### src/rtl/uart_transceiver.sv
// uart_transceiver: full-duplex UART with a small TX FIFO, a single-entry RX
// holding register and sticky RX error flags. Core side is valid/ready; the
// serial side is idle-high with start, LSB-first data, optional parity, stop.
module uart_transceiver #(
   parameter int CLKS_PER_BIT  = 16,
   parameter int DATA_BITS     = 8,
   parameter int PARITY        = 0,
   parameter int TX_FIFO_DEPTH = 4
) (
   input  logic                 clock,
   input  logic                 reset,
   input  logic [DATA_BITS-1:0] tx_data,
   input  logic                 tx_valid,
   output logic                 tx_ready,
   output logic                 uart_tx,
   input  logic                 uart_rx,
   output logic [DATA_BITS-1:0] rx_data,
   output logic                 rx_valid,
   input  logic                 rx_ready,
   output logic                 rx_parity_err,
   output logic                 rx_frame_err,
   output logic                 rx_overrun,
   input  logic                 err_clear
);
   localparam int CW = $clog2(CLKS_PER_BIT);
   localparam int BW = $clog2(DATA_BITS + 1);
   localparam int PW = $clog2(TX_FIFO_DEPTH);
   localparam int FW = PW + 1;
   localparam logic [CW-1:0] CNT_LAST   = CW'(CLKS_PER_BIT - 1);
   localparam logic [CW-1:0] CNT_HALF   = CW'(CLKS_PER_BIT / 2 - 1);
   localparam logic [BW-1:0] BIT_LAST   = BW'(DATA_BITS - 1);
   localparam logic [FW-1:0] FIFO_FULL  = FW'(TX_FIFO_DEPTH);
   localparam logic          HAS_PARITY = (PARITY != 0);
   localparam logic          ODD_PARITY = (PARITY == 2);

   typedef enum logic [2:0] {S_IDLE, S_START, S_DATA, S_PARITY, S_STOP} state_t;

   // ---------------- TX FIFO ----------------
   logic [DATA_BITS-1:0] fifo_mem [TX_FIFO_DEPTH];
   logic [PW-1:0]        wr_ptr_reg, rd_ptr_reg;
   logic [FW-1:0]        fifo_count_reg;
   logic                 push, pop;
   logic [DATA_BITS-1:0] fifo_head;

   assign tx_ready  = (fifo_count_reg != FIFO_FULL);
   assign push      = tx_valid && tx_ready;
   assign fifo_head = fifo_mem[rd_ptr_reg];

   // FIFO storage: written on push only, contents need no reset
   always_ff @(posedge clock) begin
      if (push) fifo_mem[wr_ptr_reg] <= tx_data;
   end

   // FIFO pointers and occupancy; pointers wrap naturally
   always_ff @(posedge clock or posedge reset) begin
      if (reset) begin
         wr_ptr_reg     <= '0;
         rd_ptr_reg     <= '0;
         fifo_count_reg <= '0;
      end else begin
         if (push) wr_ptr_reg <= wr_ptr_reg + PW'(1);
         if (pop)  rd_ptr_reg <= rd_ptr_reg + PW'(1);
         case ({push, pop})
            2'b10:   fifo_count_reg <= fifo_count_reg + FW'(1);
            2'b01:   fifo_count_reg <= fifo_count_reg - FW'(1);
            default: fifo_count_reg <= fifo_count_reg;
         endcase
      end
   end

   // ---------------- TX FSM ----------------
   state_t               tx_state_reg, tx_state_next;
   logic [CW-1:0]        tx_cnt_reg, tx_cnt_next;
   logic [BW-1:0]        tx_bit_reg, tx_bit_next;
   logic [DATA_BITS-1:0] tx_shift_reg, tx_shift_next;
   logic                 tx_par_reg, tx_par_next;
   logic                 tx_line_reg, tx_line_next;
   logic                 tx_tick;

   assign tx_tick = (tx_cnt_reg == CNT_LAST);
   assign uart_tx = tx_line_reg;

   // TX state register; the line itself is registered so it is glitch-free
   always_ff @(posedge clock or posedge reset) begin
      if (reset) begin
         tx_state_reg <= S_IDLE;
         tx_cnt_reg   <= '0;
         tx_bit_reg   <= '0;
         tx_shift_reg <= '0;
         tx_par_reg   <= 1'b0;
         tx_line_reg  <= 1'b1;
      end else begin
         tx_state_reg <= tx_state_next;
         tx_cnt_reg   <= tx_cnt_next;
         tx_bit_reg   <= tx_bit_next;
         tx_shift_reg <= tx_shift_next;
         tx_par_reg   <= tx_par_next;
         tx_line_reg  <= tx_line_next;
      end
   end

   // TX next state; the line value follows the state being entered
   always_comb begin
      tx_state_next = tx_state_reg;
      tx_cnt_next   = tx_tick ? '0 : tx_cnt_reg + CW'(1);
      tx_bit_next   = tx_bit_reg;
      tx_shift_next = tx_shift_reg;
      tx_par_next   = tx_par_reg;
      tx_line_next  = 1'b1;
      pop           = 1'b0;
      case (tx_state_reg)
         S_IDLE: begin
            tx_cnt_next = '0;
            if (fifo_count_reg != '0) pop = 1'b1;
         end
         S_START: if (tx_tick) begin
            tx_state_next = S_DATA;
            tx_bit_next   = '0;
         end
         S_DATA: if (tx_tick) begin
            tx_shift_next = tx_shift_reg >> 1;
            tx_bit_next   = tx_bit_reg + BW'(1);
            if (tx_bit_reg == BIT_LAST) tx_state_next = HAS_PARITY ? S_PARITY : S_STOP;
         end
         S_PARITY: if (tx_tick) tx_state_next = S_STOP;
         S_STOP: if (tx_tick) begin
            // back-to-back frames: reload straight into START with no idle gap
            if (fifo_count_reg != '0) pop = 1'b1;
            else                      tx_state_next = S_IDLE;
         end
         default: tx_state_next = S_IDLE;
      endcase
      if (pop) begin
         tx_state_next = S_START;
         tx_cnt_next   = '0;
         tx_shift_next = fifo_head;
         tx_par_next   = (^fifo_head) ^ ODD_PARITY;
      end
      case (tx_state_next)
         S_START:  tx_line_next = 1'b0;
         S_DATA:   tx_line_next = tx_shift_next[0];
         S_PARITY: tx_line_next = tx_par_next;
         default:  tx_line_next = 1'b1;
      endcase
   end

   // ---------------- RX ----------------
   logic                 rx_meta_reg, rx_sync_reg, rx_armed_reg;
   state_t               rx_state_reg, rx_state_next;
   logic [CW-1:0]        rx_cnt_reg, rx_cnt_next;
   logic [BW-1:0]        rx_bit_reg, rx_bit_next;
   logic [DATA_BITS-1:0] rx_shift_reg, rx_shift_next;
   logic                 rx_par_reg, rx_par_next;
   logic                 rx_tick, deliver, frame_bad, parity_bad, drop;

   assign rx_tick    = (rx_cnt_reg == CNT_LAST);
   assign frame_bad  = !rx_sync_reg;
   assign parity_bad = HAS_PARITY && (rx_par_reg ^ (^rx_shift_reg) ^ ODD_PARITY);
   assign drop       = rx_valid && !rx_ready;

   // Two-flop synchroniser; arming waits for an idle-high line after reset
   always_ff @(posedge clock or posedge reset) begin
      if (reset) begin
         rx_meta_reg  <= 1'b1;
         rx_sync_reg  <= 1'b1;
         rx_armed_reg <= 1'b0;
      end else begin
         rx_meta_reg  <= uart_rx;
         rx_sync_reg  <= rx_meta_reg;
         rx_armed_reg <= rx_armed_reg | rx_sync_reg;
      end
   end

   // RX state register
   always_ff @(posedge clock or posedge reset) begin
      if (reset) begin
         rx_state_reg <= S_IDLE;
         rx_cnt_reg   <= '0;
         rx_bit_reg   <= '0;
         rx_shift_reg <= '0;
         rx_par_reg   <= 1'b0;
      end else begin
         rx_state_reg <= rx_state_next;
         rx_cnt_reg   <= rx_cnt_next;
         rx_bit_reg   <= rx_bit_next;
         rx_shift_reg <= rx_shift_next;
         rx_par_reg   <= rx_par_next;
      end
   end

   // RX next state: half-bit start check, then mid-bit sampling
   always_comb begin
      rx_state_next = rx_state_reg;
      rx_cnt_next   = rx_tick ? '0 : rx_cnt_reg + CW'(1);
      rx_bit_next   = rx_bit_reg;
      rx_shift_next = rx_shift_reg;
      rx_par_next   = rx_par_reg;
      deliver       = 1'b0;
      case (rx_state_reg)
         S_IDLE: begin
            rx_cnt_next = '0;
            if (rx_armed_reg && !rx_sync_reg) rx_state_next = S_START;
         end
         S_START: if (rx_cnt_reg == CNT_HALF) begin
            rx_cnt_next = '0;
            if (rx_sync_reg) begin
               rx_state_next = S_IDLE;
            end else begin
               rx_state_next = S_DATA;
               rx_bit_next   = '0;
            end
         end
         S_DATA: if (rx_tick) begin
            rx_shift_next = {rx_sync_reg, rx_shift_reg[DATA_BITS-1:1]};
            rx_bit_next   = rx_bit_reg + BW'(1);
            if (rx_bit_reg == BIT_LAST) rx_state_next = HAS_PARITY ? S_PARITY : S_STOP;
         end
         S_PARITY: if (rx_tick) begin
            rx_par_next   = rx_sync_reg;
            rx_state_next = S_STOP;
         end
         S_STOP: if (rx_tick) begin
            deliver       = 1'b1;
            rx_state_next = S_IDLE;
         end
         default: rx_state_next = S_IDLE;
      endcase
   end

   // Holding register and sticky flags; setting wins over err_clear
   always_ff @(posedge clock or posedge reset) begin
      if (reset) begin
         rx_data       <= '0;
         rx_valid      <= 1'b0;
         rx_parity_err <= 1'b0;
         rx_frame_err  <= 1'b0;
         rx_overrun    <= 1'b0;
      end else begin
         if (deliver && !drop) begin
            rx_data  <= rx_shift_reg;
            rx_valid <= 1'b1;
         end else if (rx_valid && rx_ready) begin
            rx_valid <= 1'b0;
         end
         if (deliver && frame_bad)  rx_frame_err  <= 1'b1;
         else if (err_clear)        rx_frame_err  <= 1'b0;
         if (deliver && parity_bad) rx_parity_err <= 1'b1;
         else if (err_clear)        rx_parity_err <= 1'b0;
         if (deliver && drop)       rx_overrun    <= 1'b1;
         else if (err_clear)        rx_overrun    <= 1'b0;
      end
   end
endmodule

### config.mk
export PLATFORM = sky130hd
export DESIGN_NAME = uart_transceiver
export DESIGN_NICKNAME = d
export VERILOG_FILES = /design/src/rtl/uart_transceiver.sv
export SDC_FILE = /design/constraint.sdc
export NUM_CORES = 1
export LEC_CHECK = 0
export ABC_AREA = 1
export CORE_ASPECT_RATIO = 1.25
export CORE_MARGIN = 2
export CORE_UTILIZATION = 53
export CTS_CLUSTER_DIAMETER = 30
export DETAILED_ROUTE_END_ITERATION = 16
export PLACE_DENSITY = 0.8
export SYNTH_ARGS = -nofsm -noshare
export SYNTH_HDL_FRONTEND = slang
export SYNTH_SLANG_ARGS = --single-unit
export TNS_END_PERCENT = 50
### constraint.sdc
create_clock -name clock -period 1.91 [get_ports clock]
set_input_delay 0.382 -clock clock [delete_from_list [all_inputs] [get_ports clock]]
set_output_delay 0.382 -clock clock [all_outputs]
set_load 0.005 [all_outputs]
Word-level counts from Yosys, hierarchy flattened
Memories as Yosys holds them, arrays and structs flattened.
Cells that the tools add are included.

storage, ports and cells
  bits in registers = 61
  RAM bits = 32
  bits of input ports = 14
  logic and storage cells = 133
  memories kept = 1

cells by class
  $add $sub $neg = 8
  equal/unequal tests = 28
  muxes and demuxes = 47
  bitwise gates (word level) = 1
  reduce and logical (&&, ||, !) cells = 27

memories
  memory    words  width  rd ports  clocked after Yosys merged registers in  wr ports  RTL line  text
  fifo_mem  4      8      1         0                                        1         39        logic [DATA_BITS-1:0] fifo_mem [TX_FIFO_DEPTH];

operator list
  cell                 number
  $mux 4               10
  $mux 3               13
  $pmux 3 s5           2
  $mux 8               3
  $pmux 4 s2           3
  $eq 3x2->1 const B   6
  $ne 2x2->1 const B   9
  $add 4x1->4 const B  4
  $reduce_bool 2->1    8
  $eq 4x3->1 const B   3
  $mux 1               12
  $eq 3x1->1 const B   3
  $eq 4x4->1 const B   2
  $reduce_xor 8->1     1
  $logic_and 1x1->1    7
  $eq 3x3->1 const B   2
  $logic_not 3->1      2
  $pmux 3 s2           1
  $reduce_and 6->1     1
  $add 2x1->2 const B  2
  $reduce_and 2->1     2
  $reduce_and 4->1     1
  $add 3x1->3 const B  1
  $logic_not 1->1      3
  10 further kinds     10

Depth between registers and ports, before layout
  depth after elaboration = 7
  gate-level depth with buffers = 16

Worst setup path after synthesis
No wires, ideal clock.

  path kind = reg-to-reg
  start point = reg tx_cnt_reg[0]
  end point = reg fifo_count_reg[2]
  data arrival time = 1.877 ns
  data required time = 1.779 ns
  slack = -0.098 ns
  stages on the path, launching flop included = 12
  buffers on the path = 0
  period minus slack after synthesis = 2.008 ns
  cells stage by stage = dfrtp_1 -> ha_1 -> nand3_2 -> nand2_1 -> nand3_1 -> clkinv_1 -> ha_1 -> inv_1 -> fa_1 -> a21oi_1 -> o21ai_0 -> xor2_1

between the ends
  longest elaborated chain between the ends = 5
  elaborated cells on any way between the ends = 7

ends and longest elaborated chain
  item                                             RTL line  text
  start: declaration                               73        logic [CW-1:0] tx_cnt_reg, tx_cnt_next;
  start signal: assignment                         94        tx_cnt_reg <= tx_cnt_next;
  $eq 4x4->1 *                                     80        assign tx_tick = (tx_cnt_reg == CNT_LAST);
  $mux 1 *                                         126       S_STOP: if (tx_tick) begin
  $pmux 1 s2 *                                     111       case (tx_state_reg)
  $eq 2x1->1 or $eq 2x2->1 (tied branches)         63        case ({push, pop})
  $pmux 3 s2 or $reduce_bool 2->1 (tied branches)  --
  end signal: assignment                           64        2'b10: fifo_count_reg <= fifo_count_reg + FW'(1);
  end signal: assignment                           65        2'b01: fifo_count_reg <= fifo_count_reg - FW'(1);
  end signal: assignment                           66        default: fifo_count_reg <= fifo_count_reg;
  end: declaration                                 41        logic [FW-1:0] fifo_count_reg;

Every way passes the cells marked *; elsewhere a longest branch is shown, timed or not.
A chain may end at the register's enable or synchronous reset.

Worst setup path in the final report
Same ends and word-level chain as after synthesis.

==> metrics.md <==
| Metric | Value |
|---|---|
| Outcome | completed |
| Most frequent cells in the layout | nand2_1 (141), dfrtp_1 (58), inv_1 (46), nor2_1 (33), edfxtp_1 (32) |
| Post-synthesis sequential element count | 93 |
| Min-Delay Path Class | reg -> reg |
| Root Buffer | clkbuf_8 |
| CTS tree | yes |
| Vias per inst | between 5 and 6 |
| Fin nets | 545 |
| Leakage | about 2.4 nW |
| Syn avg cell area | roughly 9.2 um^2 |
| Crit-path max cell delay | 420 ps |
| CP required | roughly 2200 ps |
| Post-route ant nets | 0 |
| Layout cells sized above 1 | 16.7% |
| Synthesized cell area | 4400 um^2 |
| First-pass GRT wire length | between 10,000 and 15,000 um |
| Max Cap Viol | 0 |
| Number of diodes | 0 |
| Pre-Repair DR Iteration Count | 4 |
| Synth warnings | 0 |
| Synth Flop Type | dfrtp_1 |
| Site Rows | 37 |
| Post-synthesis sequential area ratio | 56.6% |
| Startpoint Class | flop |
| Largest net degree at the start of global routing | 62 |
| Placed Area | 4840 um^2 |
| Critical Path Fanout Max | 3 |
| Placed cells | 606 |
| Minimum clock period | 1890 ps |
| Post-synth EDFFs | 32 |
| CP Capture Type | flop |
| Clock skew | 11.6 ps |
| Htree depth | 3 |
| Die ar. | ~9000 um^2 |
| Final Hold Fails | 0 |
| Synth unique cells | 39 |
| DRT iter0 DRCs | 168 |
| Pwr Total | 0.00486 W |
| Asr flop ratio synth | 65.6% |
| GRT Overall Usage | between 10% and 20% |
| Max Root-Sink Buffers | 2 |
| Vias in the first global route | 3,291 |
| Multi-input gate area | 1610 um^2 |
| Net count after synthesis | 500 |
| CP Class | reg -> reg |
| Die width | 85.5 um |
| TritonCTS Buffers | 9 |
| CTS Sinks | 93 |
| Clock slew at reported path FFs | around 90 ps |
| Fillcell total | 666 |
| Clk_lat worst skew | 360 ps |
| Finished Cell Area | between 5000 and 6000 um^2 |
| Core Region | 8150 um^2 |
| Fmax | 530 MHz |
| Most flop-heavy register | fifo_mem |
| PortBufs | 26 |
| Hpwl dp | 5900 um |
| Max reg flops | 32 |
| Ports | 28 |
| FF+latch area | 2490 um^2 |
| Initial Util | 54.0% |
| # DRC | 0 |
| Critical-path top delay cell | dfrtp_1 |
| Final Cycle Share | approximately 99% |
| Final std cells w/o fill | 623 |
| Power per cell area | 957 nW/um^2 |
| Peak supply drop | 0.752 mV |
| Post-Route WL | 8010 um |
| Slew Limit Fails | 0 |
| Gate count after technology mapping | 476 |
| Routability Congestion | roughly 0.85 |
| RSZ-0062 raised after global routing | true |
| Initial antenna violation count | 0 |
| Via Count | between 3,000 and 4,000 |
| Area growth from synthesis to layout | 15.4% |
| Worst hold margin | 365 ps |
| Worst Path Arrival | 2120 ps |
| Grt ovf | 0 |
| R2R Setup Slk | 20 ps |
| Setup violations, final | 0 |
| Wire per inst | 12.9 um |
| Critical-path cell list | ha_4, nand3_4, nand2_1, nand3_2, clkinv_2, ha_1, inv_1, fa_2, a21oi_2, o21ai_1, xor2_1 |
| Setup TNS | 0 ps |
| # hold bufs at CTS | 0 |
| Most common cell after layout, fill and taps aside | nand2_1 |
| DIE HEIGHT | 106 um |
## cell families after synthesis
logic type | synth area share (%)
xor+xnor | 0.996
buf+inv | 7.40
fa+ha+maj | 3.02
flops | 56.6
simple gates | 24.6
mux | 0.512
other cells | 0.0853
compound gates | 6.77
## metal layers
metal / share of wire (%) / global-route usage (%) / up-vias / routed length [um]
met4: 1.8 / 7.71 / 0 / 144
met3: 3.6 / 5.01 / 10 / 289
li1: - / - / 1610 / -
met5: 0 / 0 / - / 0
met1: 41 / 23.0 / 1528 / 3310
met2: 53 / 34.1 / 65 / 4260
## stage by stage
step	worst slack, ps	util, %
detailed placement	-11.6	59.4
finish	22.8	62.3
floorplan	19.9	-
global placement	39.1	59.4
global route	-80.1	62.3
CTS	12.9	62.1
## synthesized netlist by cell type, drive strengths merged, types with 2 or more instances
cell / count / area, um^2
a21oi: 14 / 70.1
a22o: 2 / 17.5
a22oi: 2 / 15.0
buf: 8 / 82.6
clkbuf: 2 / 17.5
dfrtp: 58 / 1450
dfstp: 3 / 78.8
edfxtp: 32 / 961
ha: 9 / 113
inv: 59 / 221
mux2: 2 / 22.5
nand2: 163 / 667
nand3: 33 / 185
nor2: 37 / 164
nor3: 7 / 46.3
o21ai: 26 / 130
o221ai: 4 / 35.0
or2: 3 / 18.8
xor2: 4 / 35.0
## area by class of cell
type,count,area share (%)
Sequential cell,93,49.1
Multi-Input combinational cell,313,31.8
Timing Repair Buffer,44,8.03
Inverter,60,4.51
Clock buffer,10,2.51
Tap cell,97,2.39
Clock inverter,6,1.72
## where the power goes
part / leakage (nW) / internal, W / switching [W]
registers: 1.08 / 0.00233 / 0.000126
clock network: 0.100 / 0.000735 / 0.000665
logic: 1.18 / 0.000366 / 0.000639
total: 2.36 / 0.00343 / 0.00143
## worst max-delay path: cells and delay by family, from the launching register on
kind	cells	cell delay (ps)
and+or+nand+nor	3	210
xor gates and xnor gates	1	150
adders and majority gates	3	650
buffers and inverters	2	130
AOI/OAI and AO/OA	2	210
DFF	1	420
## path summary, 6_finish.rpt
path,cells after the start,endpoint,startpoint
hold reg to reg,0,rx_sync_reg,rx_meta_reg
hold / removal,0,rx_sync_reg,rx_meta_reg
setup reg to reg,11,fifo_count_reg[2],tx_cnt_reg[0]
setup / recovery,11,fifo_count_reg[2],tx_cnt_reg[0]
max in group asynchronous,3,rx_sync_reg,reset
min in group asynchronous,3,fifo_count_reg[1],reset
## repair_timing
action	4_1_cts	5_1_grt
endpoints found under the setup margin	0	5
setup buffers	0	1
resized for setup	0	4
(Power assumes the default switching activity.)
